$ cat config.mk
export PLATFORM = sky130hd
export DESIGN_NAME = id_stage_pipe_flat
export DESIGN_NICKNAME = d
export VERILOG_FILES = /design/src/rtl/id_stage_pipe_if.sv /design/src/rtl/id_stage_pipe.sv /design/src/flat_wrapper.sv
export SDC_FILE = /design/constraint.sdc
export NUM_CORES = 1
export LEC_CHECK = 0
export BUFFER_PORTS_ARGS = -buffer_cell sky130_fd_sc_hd__clkbuf_2
export CAP_MARGIN = 15
export CORE_ASPECT_RATIO = 1.4
export CORE_MARGIN = 2
export CORE_UTILIZATION = 48
export DETAILED_ROUTE_END_ITERATION = 16
export PLACE_DENSITY = 0.74
export SLEW_MARGIN = 5
export SYNTH_ARGS = -nofsm -noshare
export SYNTH_HDL_FRONTEND = slang
export SYNTH_SLANG_ARGS = --single-unit
$ cat constraint.sdc
create_clock -name clk -period 3.8 [get_ports clk]
set_clock_uncertainty 0.2 [all_clocks]
set_input_delay 0 -clock clk [delete_from_list [all_inputs] [get_ports clk]]
set_output_delay 0 -clock clk [all_outputs]
set_load 0.1 [all_outputs]
$ cat src/rtl/id_stage_pipe_if.sv
// Decode-stage bundle: IF-side handshake, hazard inputs and the ID/EX register outputs.
// Combinational only; carries no state.
// Flow control is valid/ready on both the IF side and the EX side; stall is sideband.
//
// Modports:
//   slave  - the decode stage itself (consumes in_*, flush, ex_*, out_ready; drives the rest)
//   master - the surrounding pipeline / bench (drives in_*, flush, ex_*, out_ready)
interface id_stage_pipe_if #(
    parameter int XLEN = 32,
    parameter int PC_W = 32
);
    // IF -> ID
    logic            in_valid;
    logic            in_ready;
    logic [31:0]     in_inst;
    logic [PC_W-1:0] in_pc;

    // Pipeline control
    logic            flush;
    logic            ex_mem_read;
    logic [4:0]      ex_rd;
    logic            stall;

    // ID/EX register
    logic            out_valid;
    logic            out_ready;
    logic [11:0]     out_controls;
    logic [XLEN-1:0] out_imm;
    logic [PC_W-1:0] out_branch_addr;
    logic [PC_W-1:0] out_pc4;
    logic [4:0]      out_rs1;
    logic [4:0]      out_rs2;
    logic [4:0]      out_rd;
    logic [1:0]      out_inst_size;
    logic            out_is_signed;
    logic            out_illegal;

    modport slave (
        input  in_valid, in_inst, in_pc, flush, ex_mem_read, ex_rd, out_ready,
        output in_ready, stall, out_valid, out_controls, out_imm, out_branch_addr,
               out_pc4, out_rs1, out_rs2, out_rd, out_inst_size, out_is_signed,
               out_illegal
    );

    modport master (
        output in_valid, in_inst, in_pc, flush, ex_mem_read, ex_rd, out_ready,
        input  in_ready, stall, out_valid, out_controls, out_imm, out_branch_addr,
               out_pc4, out_rs1, out_rs2, out_rd, out_inst_size, out_is_signed,
               out_illegal
    );
endinterface

$ cat src/rtl/id_stage_pipe.sv
// RV32I/RV64I decode stage: decodes controls, immediate and branch target into an ID/EX register.
// Latency: one cycle (accepted on edge N, visible after edge N); throughput one instruction per cycle.
// Backpressure: in_ready drops on a load-use stall or when the full register is not consumed; flush always accepts and drops.
//
// Ports:
//   clk    - rising-edge clock
//   reset  - asynchronous, active-high; clears the ID/EX register and holds in_ready low
//   bus    - id_stage_pipe_if.slave: IF handshake (in_*), flush, EX hazard info (ex_*),
//            stall, and the registered decode results (out_*)
//
// out_controls packing, MSB first:
//   {mem_read, mem_write, alu_src, mem_to_reg[1:0], alu_op[3:0], reg_write, jump[1:0]}
module id_stage_pipe #(
    parameter int XLEN      = 32,
    parameter int PC_W      = 32,
    parameter bit HAZARD_EN = 1'b1
) (
    input  logic              clk,
    input  logic              reset,
    id_stage_pipe_if.slave    bus
);

    // ------------------------------------------------------------------
    // Opcodes
    // ------------------------------------------------------------------
    localparam logic [6:0] OPC_OP     = 7'b0110011;
    localparam logic [6:0] OPC_OP_IMM = 7'b0010011;
    localparam logic [6:0] OPC_LOAD   = 7'b0000011;
    localparam logic [6:0] OPC_STORE  = 7'b0100011;
    localparam logic [6:0] OPC_BRANCH = 7'b1100011;
    localparam logic [6:0] OPC_JAL    = 7'b1101111;
    localparam logic [6:0] OPC_JALR   = 7'b1100111;
    localparam logic [6:0] OPC_LUI    = 7'b0110111;
    localparam logic [6:0] OPC_AUIPC  = 7'b0010111;

    // ------------------------------------------------------------------
    // Instruction fields
    // ------------------------------------------------------------------
    logic [31:0] inst;
    logic [6:0]  opcode;
    logic [4:0]  rd_f;
    logic [2:0]  f3;
    logic [4:0]  rs1_f;
    logic [4:0]  rs2_f;
    logic        f7_5;

    assign inst   = bus.in_inst;
    assign opcode = inst[6:0];
    assign rd_f   = inst[11:7];
    assign f3     = inst[14:12];
    assign rs1_f  = inst[19:15];
    assign rs2_f  = inst[24:20];
    assign f7_5   = inst[30];

    // Raw 32-bit immediates, already sign-extended from inst[31] to 32 bits.
    logic [31:0] imm_i;
    logic [31:0] imm_s;
    logic [31:0] imm_b;
    logic [31:0] imm_u;
    logic [31:0] imm_j;

    assign imm_i = {{20{inst[31]}}, inst[31:20]};
    assign imm_s = {{20{inst[31]}}, inst[31:25], inst[11:7]};
    assign imm_b = {{19{inst[31]}}, inst[31], inst[7], inst[30:25], inst[11:8], 1'b0};
    assign imm_u = {inst[31:12], 12'b0};
    assign imm_j = {{11{inst[31]}}, inst[31], inst[19:12], inst[20], inst[30:21], 1'b0};

    // ------------------------------------------------------------------
    // Combinational decode
    // ------------------------------------------------------------------
    logic            mem_read;
    logic            mem_write;
    logic            alu_src;
    logic [1:0]      mem_to_reg;
    logic [3:0]      alu_op;
    logic            reg_write;
    logic [1:0]      jump;
    logic            illegal;
    logic            uses_rs1;
    logic            uses_rs2;
    logic [1:0]      inst_size;
    logic            is_signed;
    logic [31:0]     imm32;
    logic [XLEN-1:0] imm_ext;

    always_comb begin
        mem_read   = 1'b0;
        mem_write  = 1'b0;
        alu_src    = 1'b0;
        mem_to_reg = 2'b00;
        alu_op     = 4'b0000;
        reg_write  = 1'b0;
        jump       = 2'b00;
        illegal    = 1'b0;
        uses_rs1   = 1'b0;
        uses_rs2   = 1'b0;
        inst_size  = 2'b00;
        is_signed  = 1'b0;
        imm32      = 32'd0;

        unique case (opcode)
            OPC_OP: begin
                reg_write = 1'b1;
                alu_op    = {f7_5, f3};
                uses_rs1  = 1'b1;
                uses_rs2  = 1'b1;
            end
            OPC_OP_IMM: begin
                alu_src   = 1'b1;
                reg_write = 1'b1;
                // Only SRLI/SRAI use inst[30]; for other I-ALU ops it is immediate data.
                alu_op    = {(f3 == 3'b101) ? f7_5 : 1'b0, f3};
                uses_rs1  = 1'b1;
                imm32     = imm_i;
            end
            OPC_LOAD: begin
                mem_read   = 1'b1;
                alu_src    = 1'b1;
                mem_to_reg = 2'b01;
                reg_write  = 1'b1;
                uses_rs1   = 1'b1;
                inst_size  = f3[1:0];
                is_signed  = ~f3[2];
                imm32      = imm_i;
            end
            OPC_STORE: begin
                mem_write = 1'b1;
                alu_src   = 1'b1;
                uses_rs1  = 1'b1;
                uses_rs2  = 1'b1;
                inst_size = f3[1:0];
                imm32     = imm_s;
            end
            OPC_BRANCH: begin
                jump     = 2'b01;
                alu_op   = {1'b1, f3};
                uses_rs1 = 1'b1;
                uses_rs2 = 1'b1;
                imm32    = imm_b;
            end
            OPC_JAL: begin
                jump       = 2'b10;
                mem_to_reg = 2'b10;
                reg_write  = 1'b1;
                imm32      = imm_j;
            end
            OPC_JALR: begin
                jump       = 2'b11;
                alu_src    = 1'b1;
                mem_to_reg = 2'b10;
                reg_write  = 1'b1;
                uses_rs1   = 1'b1;
                imm32      = imm_i;
            end
            OPC_LUI: begin
                alu_src   = 1'b1;
                reg_write = 1'b1;
                alu_op    = 4'b1111;   // pass operand B
                imm32     = imm_u;
            end
            OPC_AUIPC: begin
                alu_src   = 1'b1;
                reg_write = 1'b1;
                imm32     = imm_u;
            end
            default: begin
                // Unknown opcode: controls stay zero but the word is still handshaked
                // so the exception can be raised further down the pipe.
                illegal = 1'b1;
            end
        endcase

        // Widen to XLEN: every 32-bit form above is already signed, so U-type
        // also sign-extends on RV64.
        imm_ext       = {XLEN{imm32[31]}};
        imm_ext[31:0] = imm32;
    end

    logic [11:0]     controls;
    logic [PC_W-1:0] branch_addr;
    logic [PC_W-1:0] pc4;

    assign controls    = {mem_read, mem_write, alu_src, mem_to_reg, alu_op, reg_write, jump};
    // Both sums wrap modulo 2^PC_W.
    assign branch_addr = bus.in_pc + imm_ext[PC_W-1:0];
    assign pc4         = bus.in_pc + PC_W'(32'd4);

    // ------------------------------------------------------------------
    // Hazard detection and handshake
    // ------------------------------------------------------------------
    logic out_valid_q;
    logic out_valid_d;
    logic rs1_hit;
    logic rs2_hit;
    logic stall;
    logic in_ready;
    logic accept;
    logic load;

    assign rs1_hit = uses_rs1 & (rs1_f == bus.ex_rd);
    assign rs2_hit = uses_rs2 & (rs2_f == bus.ex_rd);
    assign stall   = HAZARD_EN & bus.in_valid & bus.ex_mem_read &
                     (bus.ex_rd != 5'd0) & (rs1_hit | rs2_hit);

    // flush frees the register this edge, so ready may be asserted regardless
    // of stall or downstream backpressure; the word is then discarded.
    assign in_ready = ~reset & (bus.flush | (~stall & (~out_valid_q | bus.out_ready)));
    assign accept   = bus.in_valid & in_ready;
    assign load     = accept & ~bus.flush;

    always_comb begin
        out_valid_d = out_valid_q;
        if (bus.flush) begin
            out_valid_d = 1'b0;
        end else if (accept) begin
            out_valid_d = 1'b1;
        end else if (bus.out_ready & out_valid_q) begin
            out_valid_d = 1'b0;   // consumed with nothing behind it: bubble
        end
    end

    // ------------------------------------------------------------------
    // ID/EX register
    // ------------------------------------------------------------------
    logic [11:0]     controls_q;
    logic [XLEN-1:0] imm_q;
    logic [PC_W-1:0] branch_addr_q;
    logic [PC_W-1:0] pc4_q;
    logic [4:0]      rs1_q;
    logic [4:0]      rs2_q;
    logic [4:0]      rd_q;
    logic [1:0]      inst_size_q;
    logic            is_signed_q;
    logic            illegal_q;

    always_ff @(posedge clk or posedge reset) begin
        if (reset) begin
            out_valid_q   <= 1'b0;
            controls_q    <= '0;
            imm_q         <= '0;
            branch_addr_q <= '0;
            pc4_q         <= '0;
            rs1_q         <= '0;
            rs2_q         <= '0;
            rd_q          <= '0;
            inst_size_q   <= '0;
            is_signed_q   <= 1'b0;
            illegal_q     <= 1'b0;
        end else begin
            out_valid_q <= out_valid_d;
            // Data only moves on a real load, so it stays put under backpressure
            // and keeps its last value after a flush or consume.
            if (load) begin
                controls_q    <= controls;
                imm_q         <= imm_ext;
                branch_addr_q <= branch_addr;
                pc4_q         <= pc4;
                rs1_q         <= rs1_f;
                rs2_q         <= rs2_f;
                rd_q          <= rd_f;
                inst_size_q   <= inst_size;
                is_signed_q   <= is_signed;
                illegal_q     <= illegal;
            end
        end
    end

    // ------------------------------------------------------------------
    // Outputs
    // ------------------------------------------------------------------
    assign bus.in_ready        = in_ready;
    assign bus.stall           = stall;
    assign bus.out_valid       = out_valid_q;
    assign bus.out_controls    = controls_q;
    assign bus.out_imm         = imm_q;
    assign bus.out_branch_addr = branch_addr_q;
    assign bus.out_pc4         = pc4_q;
    assign bus.out_rs1         = rs1_q;
    assign bus.out_rs2         = rs2_q;
    assign bus.out_rd          = rd_q;
    assign bus.out_inst_size   = inst_size_q;
    assign bus.out_is_signed   = is_signed_q;
    assign bus.out_illegal     = illegal_q;

endmodule

$ cat src/flat_wrapper.sv
// flat-port wrapper written by rule: the top's interface ports become plain ports
module id_stage_pipe_flat 
#(
    parameter int XLEN      = 32,
    parameter int PC_W      = 32,
    parameter bit HAZARD_EN = 1'b1
)
  (clk, reset, bus_in_valid, bus_in_inst, bus_in_pc, bus_flush, bus_ex_mem_read, bus_ex_rd, bus_out_ready, bus_in_ready, bus_stall, bus_out_valid, bus_out_controls, bus_out_imm, bus_out_branch_addr, bus_out_pc4, bus_out_rs1, bus_out_rs2, bus_out_rd, bus_out_inst_size, bus_out_is_signed, bus_out_illegal);
  id_stage_pipe_if #(.XLEN(XLEN), .PC_W(PC_W)) bus_i ();
  input  logic clk;
  input  logic reset;
  input wire logic [$bits(bus_i.in_valid)-1:0] bus_in_valid;
  input wire logic [$bits(bus_i.in_inst)-1:0] bus_in_inst;
  input wire logic [$bits(bus_i.in_pc)-1:0] bus_in_pc;
  input wire logic [$bits(bus_i.flush)-1:0] bus_flush;
  input wire logic [$bits(bus_i.ex_mem_read)-1:0] bus_ex_mem_read;
  input wire logic [$bits(bus_i.ex_rd)-1:0] bus_ex_rd;
  input wire logic [$bits(bus_i.out_ready)-1:0] bus_out_ready;
  output wire logic [$bits(bus_i.in_ready)-1:0] bus_in_ready;
  output wire logic [$bits(bus_i.stall)-1:0] bus_stall;
  output wire logic [$bits(bus_i.out_valid)-1:0] bus_out_valid;
  output wire logic [$bits(bus_i.out_controls)-1:0] bus_out_controls;
  output wire logic [$bits(bus_i.out_imm)-1:0] bus_out_imm;
  output wire logic [$bits(bus_i.out_branch_addr)-1:0] bus_out_branch_addr;
  output wire logic [$bits(bus_i.out_pc4)-1:0] bus_out_pc4;
  output wire logic [$bits(bus_i.out_rs1)-1:0] bus_out_rs1;
  output wire logic [$bits(bus_i.out_rs2)-1:0] bus_out_rs2;
  output wire logic [$bits(bus_i.out_rd)-1:0] bus_out_rd;
  output wire logic [$bits(bus_i.out_inst_size)-1:0] bus_out_inst_size;
  output wire logic [$bits(bus_i.out_is_signed)-1:0] bus_out_is_signed;
  output wire logic [$bits(bus_i.out_illegal)-1:0] bus_out_illegal;
  assign bus_i.in_valid = bus_in_valid;
  assign bus_i.in_inst = bus_in_inst;
  assign bus_i.in_pc = bus_in_pc;
  assign bus_i.flush = bus_flush;
  assign bus_i.ex_mem_read = bus_ex_mem_read;
  assign bus_i.ex_rd = bus_ex_rd;
  assign bus_i.out_ready = bus_out_ready;
  assign bus_in_ready = bus_i.in_ready;
  assign bus_stall = bus_i.stall;
  assign bus_out_valid = bus_i.out_valid;
  assign bus_out_controls = bus_i.out_controls;
  assign bus_out_imm = bus_i.out_imm;
  assign bus_out_branch_addr = bus_i.out_branch_addr;
  assign bus_out_pc4 = bus_i.out_pc4;
  assign bus_out_rs1 = bus_i.out_rs1;
  assign bus_out_rs2 = bus_i.out_rs2;
  assign bus_out_rd = bus_i.out_rd;
  assign bus_out_inst_size = bus_i.out_inst_size;
  assign bus_out_is_signed = bus_i.out_is_signed;
  assign bus_out_illegal = bus_i.out_illegal;
  id_stage_pipe #(.XLEN(XLEN), .PC_W(PC_W), .HAZARD_EN(HAZARD_EN)) u_core (.clk(clk), .reset(reset), .bus(bus_i));
endmodule
==> results.tsv <==
metric	value	unit
status	completed	
area of the core	0.0151	mm^2
Initial Util	0.493	
Final nets	1176	
GP Congestion	0.960	
Final min period	3.70	ns
clk sink count	128	
placed cells	1136	
Worst VDD drop	0.000345	V
max-cap viol count	0	
endpoints failing hold	0	
CP arrival	3.81	ns
via count of the first global-routing pass	6982	
CTS tree	built	
Slew Limit Headroom	0.385	
LEAKAGE	5.19	nW
Area contributors post-synth	dfrtp_1 43%, mux2_2 7.4%, nand2_1 6.1%	
antenna violations before repair	0	
FILL cells	1154	
Yosys reg bits	128	
EDFF count, synth	0	
hpwl dp	16400	um
Max Buffers Root-to-Sink	2	
Remaining DRCs	0	
Avg Synthesized Cell Area	9.78	um^2
H-tree depth	4	
synthesized netlist cell count	758	
setup_tns	0	ns
GRT Total Usage	0.289	
layout cell share with drive strength beyond 1	0.320	
most frequent cells in the layout	204 x clkbuf_2, 128 x dfrtp_1, 120 x nand2_1	
syn_nets	866	
first-pass GRT wire length	35900	um
via density per instance	5.50	
Yosys top cell area share	0.432	
Finished Layout Cells	1273	
Routed WL	23500	um
Setup-failing EPs final	0	
synthesis-to-finish area growth	40.6	%
Worst EP required	3.90	ns
WS Path Type	input port to register	
Peak Freq	270	MHz
most common cell after layout, fill and taps aside	clkbuf_2	
worst min path class	input port to register	
grt ovf	0	
vias	6996	
Die Y	151	um
Site Rows	53	
I/O Pins	205	
wire length per cell	18.5	um
Worst setup SP type	input port	
DIE AREA	0.0165	mm^2
Seq/Total Area, Yosys	0.432	
Synth cell types	67	
Detail Route Antenna Nets	0	
Port Buf Inserts	204	
power per cell area	535	mW/mm^2
Crit. End Element	register	
Least-Margin Pin Slew	0.922	ns
Die Wd	109	um
later-pin clock latency in the skew report	0.41	ns
Slew Viols, Final	0	
Antenna diodes	0	
Iteration-0 DRC Markers	374	
DRT Pass-1 Iters	6	
CTS clk-pin slew, worst paths	0.06	ns
Num CTS Buffers	17	
Syn. warnings	0	
Post-synth ARST share	1.00	
crit share post-route	0.974	
pin count of the biggest net entering global routing	129	
prevailing post-synth register cell	dfrtp_1	
Synth Cell Area	0.00741	mm^2
Root Buffer	clkbuf_16	
Yosys top cell by area	dfrtp_1	
CP max FO	8	
[state kept, by name, summed over array words and instances, names as in the netlist]
signal                      flops
u_core.bus.out_is_signed        1
u_core.bus.out_inst_size        2
u_core.bus.out_rs1              5
u_core.bus.out_branch_addr     32
u_core.bus.out_imm             32
u_core.bus.out_pc4             32
u_core.bus.out_illegal          1
u_core.bus.out_rs2              5
u_core.bus.out_valid            1
u_core.bus.out_rd               5
u_core.bus.out_controls        12
[synthesized netlist by cell type, types with 5 or more instances]
library cell  instances
a21o_1               22
a21oi_1              34
a22o_1                6
a31oi_1               5
and2_1                5
and3_1               10
buf_2                 5
buf_4                11
clkbuf_1             11
dfrtp_1             128
ha_1                 32
inv_1                18
mux2_2               49
nand2_1             120
nand2b_1              5
nand3_1              15
nand4_1               7
nor2_1               28
nor2b_1              12
nor3_1                7
o21a_1                7
o21ai_0              86
xnor2_1              32
xor2_1               32
[report_power, final]
part	internal, mW	total, mW	switching (mW)
registers	1.54	1.64	0.102
logic	0.384	2.12	1.74
clock network	1.18	1.81	0.631
total	3.11	5.58	2.47
[repair_timing]
action | 4_1_cts | 5_1_grt
gates resized for setup | 0 | 28
endpoints found under the setup margin | 0 | 15
hold buffers | 97 | 0
endpoints found under the hold margin | 175 | 0
buffers inserted | 0 | 8
[area by class of cell]
class | instances | area (um^2) | share of cell area
sequential | 128 | 3200 | 0.307
inverter | 18 | 70.1 | 0.00672
tap | 192 | 240 | 0.0230
multi-input combinational | 582 | 4080 | 0.391
clock buffer | 19 | 443 | 0.0425
timing repair buffer | 321 | 2180 | 0.209
clock inverter | 13 | 211 | 0.0203
[metal layers]
layer	routed length (um)	track usage	up-vias
met5	0	0	-
met4	1250	0.176	0
met3	1180	0.0486	82
met2	12200	0.500	296
met1	8880	0.328	3301
li1	-	-	3317
[cell families after synthesis]
logic type,Yosys count,synth area share
mux,51,0.0771
simple gates,232,0.150
fa+ha+maj,33,0.0567
xor+xnor,64,0.0756
buf+inv,48,0.0337
flops,128,0.432
compound gates,202,0.175
[critical path: stages]
cell           delay (ns)
dlygate4sd3_1        0.53
clkbuf_2             0.12
and3b_2              0.28
nand4_1              0.25
o22ai_2              0.27
o21a_2               0.27
a21o_1               0.13
ha_1                 0.32
a21o_1               0.22
a221oi_1             0.31
a2bb2oi_1            0.26
o211ai_2             0.17
o21ai_2              0.22
buf_4                0.14
a21oi_1              0.07
mux2i_1              0.16
nand2_1              0.06
[worst paths after layout]
| kind | from | endpoint | slack [ns] | depth (start not counted) |
|---|---|---|---|---|
| max | bus_in_inst[4] | u_core.bus.out_branch_addr[31] | 0.1 | 17 |
| min | bus_ex_mem_read | u_core.bus.out_controls[6] | 0.12 | 4 |
| max reg2reg | u_core.bus.out_valid | u_core.bus.out_valid | 1.55 | 5 |
| min reg2reg | u_core.bus.out_controls[7] | u_core.bus.out_controls[7] | 0.27 | 2 |
| max in group asynchronous | reset | u_core.bus.out_imm[18] | 2.36 | 4 |
| min in group asynchronous | reset | u_core.bus.out_rd[1] | 0.19 | 3 |
[stage by stage]
step	worst slack (ns)	hold slack (ns)	area, um^2	total power, mW	utilization
3_3_place_gp	0.144	0.0582	8630	3.68	0.573
3_5_place_dp	0.0892	0.0634	8630	3.70	0.573
4_1_cts	0.00482	0.0372	10300	5.58	0.681
2_1_floorplan	0.187	-0.0919	7410	3.31	-
5_1_grt	-0.0933	0.147	10400	5.77	0.692
6_report	0.0969	0.124	10400	5.58	0.692
No activity file was read; power rests on OpenSTA's default activity.
